==> src/rtl/bcd_to_seven_segment.sv <==
// Registered BCD-to-seven-segment decoder for a single display digit.
// Lamp test overrides blanking, which overrides the digit decode; output polarity is a parameter.
module bcd_to_seven_segment #(
    parameter bit ACTIVE_LOW = 1'b0
) (
    input  logic       clk,
    input  logic       rst,
    input  logic [3:0] bcd,
    input  logic       blank,
    input  logic       lamp_test,
    output logic [6:0] segment,
    output logic       invalid
);

    logic [6:0] lit_d;
    logic [6:0] lit_q;
    logic       invalid_d;
    logic       invalid_q;

    // lit bit order is {a,b,c,d,e,f,g}
    always_comb begin
        lit_d     = 7'b0000000;
        invalid_d = 1'b0;
        if (lamp_test) begin
            lit_d = 7'b1111111;
        end else if (blank) begin
            lit_d = 7'b0000000;
        end else begin
            unique case (bcd)
                4'd0:    lit_d = 7'b1111110;
                4'd1:    lit_d = 7'b0110000;
                4'd2:    lit_d = 7'b1101101;
                4'd3:    lit_d = 7'b1111001;
                4'd4:    lit_d = 7'b0110011;
                4'd5:    lit_d = 7'b1011011;
                4'd6:    lit_d = 7'b1011111;
                4'd7:    lit_d = 7'b1110000;
                4'd8:    lit_d = 7'b1111111;
                4'd9:    lit_d = 7'b1111011;
                default: begin
                    lit_d     = 7'b0000000;
                    invalid_d = 1'b1;
                end
            endcase
        end
    end

    always_ff @(posedge clk) begin
        if (rst) begin
            lit_q     <= 7'b0000000;
            invalid_q <= 1'b0;
        end else begin
            lit_q     <= lit_d;
            invalid_q <= invalid_d;
        end
    end

    // Polarity is applied after the register so a reset display is dark for either pad type.
    assign segment = ACTIVE_LOW ? ~lit_q : lit_q;
    assign invalid = invalid_q;

endmodule

==> config.mk <==
export PLATFORM = sky130hd
export DESIGN_NAME = bcd_to_seven_segment
export DESIGN_NICKNAME = d
export VERILOG_FILES = /design/src/rtl/bcd_to_seven_segment.sv
export SDC_FILE = /design/constraint.sdc
export NUM_CORES = 1
export LEC_CHECK = 0
export CORE_AREA = 3 3 40 42
export DETAILED_ROUTE_END_ITERATION = 8
export DIE_AREA = 0 0 43 45
export GPL_TIMING_DRIVEN = 0
export MAX_ROUTING_LAYER = met4
export PLACE_DENSITY = 0.61
export SYNTH_ARGS = -nofsm -noshare
export SYNTH_HDL_FRONTEND = slang
export SYNTH_SLANG_ARGS = --single-unit
==> constraint.sdc <==
create_clock -name clk -period 1.05 [get_ports clk]
set_input_delay 0.1575 -clock clk [delete_from_list [all_inputs] [get_ports clk]]
set_output_delay 0.1575 -clock clk [all_outputs]
set_load 0.1 [all_outputs]
==> results.md <==
- Status: completed
- Resize count post-CTS: 51
- Lkg Pwr: 0.229 nW
- Hold WC Path Type: primary input to register
- Max IR drop VDD: 811 uV
- DR vias: 351
- DIE WIDTH: 43 um
- YS warnings: 0
- Row count: 13
- Max_cap viols: 0
- RSZ-0062 raised after global routing: no
- CTS tree: done
- Cell chain of the critical path: buf_4
- Antenna diode count: 0
- TritonRoute pass-1 iters: 4
- Post-synthesis compound-gate area fraction: 27.6%
- Yosys top cell by area: dfxtp_1
- Final setup fails: 0
- Kind of cell adding the most delay to the critical path: flip-flops
- Starting DRT DRC Count: 11
- Synth top area cells: dfxtp_1 (42%), a21oi_1 (7.8%), buf_6 (5.8%)
- Final antenna-violating net count: 0
- CP arrival: 0.83 ns
- Max H-tree Level: 1
- Total gr overflow: 0
- Simple-Gate Fraction of Synth Area: 17.5%
- Synth top area share: a little over 40%
- Post-CTS setup buffer count: 0
- Yosys cell types: 22
- Pwr dens: 1630 nW/um^2
- Core Box Area: 1280 um^2
- Synthesized instance count: 45
- Kind of end point of the critical path: output pin
- Via density: between 4 and 5
- Post-synthesis sequential area ratio: 41.6%
- Worst-path clk slew: roughly 0.050 ns
- Worst Path Required: 0.89 ns
- CP max stage delay: 0.31 ns
- Synth Net Count: 53
- TNS Setup: 0 ns
- Critical-path top delay cell: dfxtp_2
- Hpwl dp: 577 um
- Worst-Margin Slew: 0.263 ns
- Final Hold Slack: about 0.21 ns
- Register bit count reported by yosys: 8
- Multi-input logic area: 185 um^2
- DIE AREA: ~1900 um^2
- Routability Congestion: 0.793
- Max_slew headroom: between 80% and 90%
- Initial antenna violation count: 0
- Initial core utilization: 30.0%
- Post-Synth XOR/XNOR Area: 2.27%
- Ports: 16
- Hold Vio Cnt, Final: 0
- Root Driver: clkbuf_4
- Global-route wire length before repair: 1240 um
- Tot GR Track Use: 9.04%
- Largest net degree at the start of global routing: 11
- Fmax: slightly above 1 GHz
- Critical Path Source Type: register
- Num CTS Buffers: 3
- Crit path buffers/inverters: 1
- CP Max Fanout: 1
- Nets: 69
- Largest family of logic cells by synthesized area: compound AO/OA/AOI/OAI gates
- Clk buf depth: 2
- Final Max Slew Viols: 0
- Hold_buf cts: 0
- Area delta synth->final: 36.7%
- Wire per inst: around 10 um
- Port Buffers: 11
- Crit path kind: register to output pin
- Die Y: 45 um
- Mapped cell area: approximately 390 um^2
- Post-synthesis mux area share: 0%
- Period utilization: 94.4%
- Num Clock Sinks: 8
- FF/Latch Area: 170 um^2
- Number of global-route vias before repair: 285
- Layout cells sized above 1: 40.7%
- Synthesized area per cell: 8.56 um^2
- # DRC: 0
- WL final: 757 um
- FILL cells: 141
- Synth Area in Adders: 0%
- Post-layout min period: 0.991 ns
worst min-delay path: stages:
cell     delay (ns)
buf_6          0.10
a21oi_1        0.04
o21ai_1        0.11
layout make-up:
type                    count  share of cell area, %
clock buffers               3                   4.28
well taps                  15                   3.56
multi-input cells          31                   35.2
flip-flops and latches      8                   32.3
repair buffers             11                   16.6
plain buffers               4                   6.65
inverters                   2                   1.43
flip-flops by register name, indices dropped and copies added, names as in the netlist:
name / cells
invalid: 1
segment: 7
routing by layer:
metal	wire (um)	up-vias	part of all wire (%)	GRT usage (%)
met5	0	-	0	-
met4	12	0	1.6	5.42
met3	75	2	9.9	3.59
met2	325	17	43	11.7
met1	344	147	45	11.7
li1	-	185	-	-
path summary, 6_finish.rpt:
| check | from | endpoint | slack (ns) | depth (start not counted) |
|---|---|---|---|---|
| max | invalid | invalid | 0.06 | 1 |
| min | bcd[2] | segment[1] | 0.21 | 3 |
where the power goes:
group	switching, mW	internal [mW]	total (mW)
logic	0.222	0.0752	0.297
registers	0.00495	0.331	0.336
clock network	0.0954	0.130	0.226
cells by family (layout without fill, tap and decap cells):
logic type      count (synthesis)  after routing
buf+inv                         6             20
compound gates                 17             17
xor+xnor                        1              1
simple gates                   13             13
flops                           8              8
metrics by stage:
stage               instances  worst slack [ns]  cell area (um^2)  util [%]  power (mW)
finish                     74            0.0591               527      41.0       0.858
global route               74            0.0152               527      41.0       0.905
CTS                        74            0.0507               527      41.0       0.866
detailed placement         71            -0.518               524      40.8       0.647
global placement           71            -0.522               524      40.8       0.646
floorplan                  45             0.197               395         -       0.580
cells in the mapped netlist:
master and n:
a221o_1 1, a21oi_1 6, o21bai_1 1, inv_1 2, nand2b_1 3, clkbuf_2 1, nand3_1 2, nor3_1 1
or2_1 2, xnor2_1 1, and2_0 1, o21ai_0 4, buf_6 2, a211oi_1 1, o21ai_1 1, o311ai_0 1
o21ba_1 1, dfxtp_1 8, nand2_1 1, buf_4 1, o31ai_1 1, nor2_1 3
placed cells by master (no fill, tap or decap), drive strengths merged:
cell type      Yosys  final
o21bai             1      1
nor3               1      1
xnor2              1      1
nand2b             3      3
nand2              1      1
a21oi              6      6
a211oi             1      1
and2               1      1
buf                3     11
or2                2      2
clkbuf             1      4
o21ai              5      5
o21ba              1      1
inv                2      2
nand3              2      2
o31ai              1      1
nor2               3      3
o311ai             1      1
dlygate4sd2        0      2
clkdlybuf4s50      0      1
a221o              1      1
dfxtp              8      8
Power figures use the tool's default switching activity.
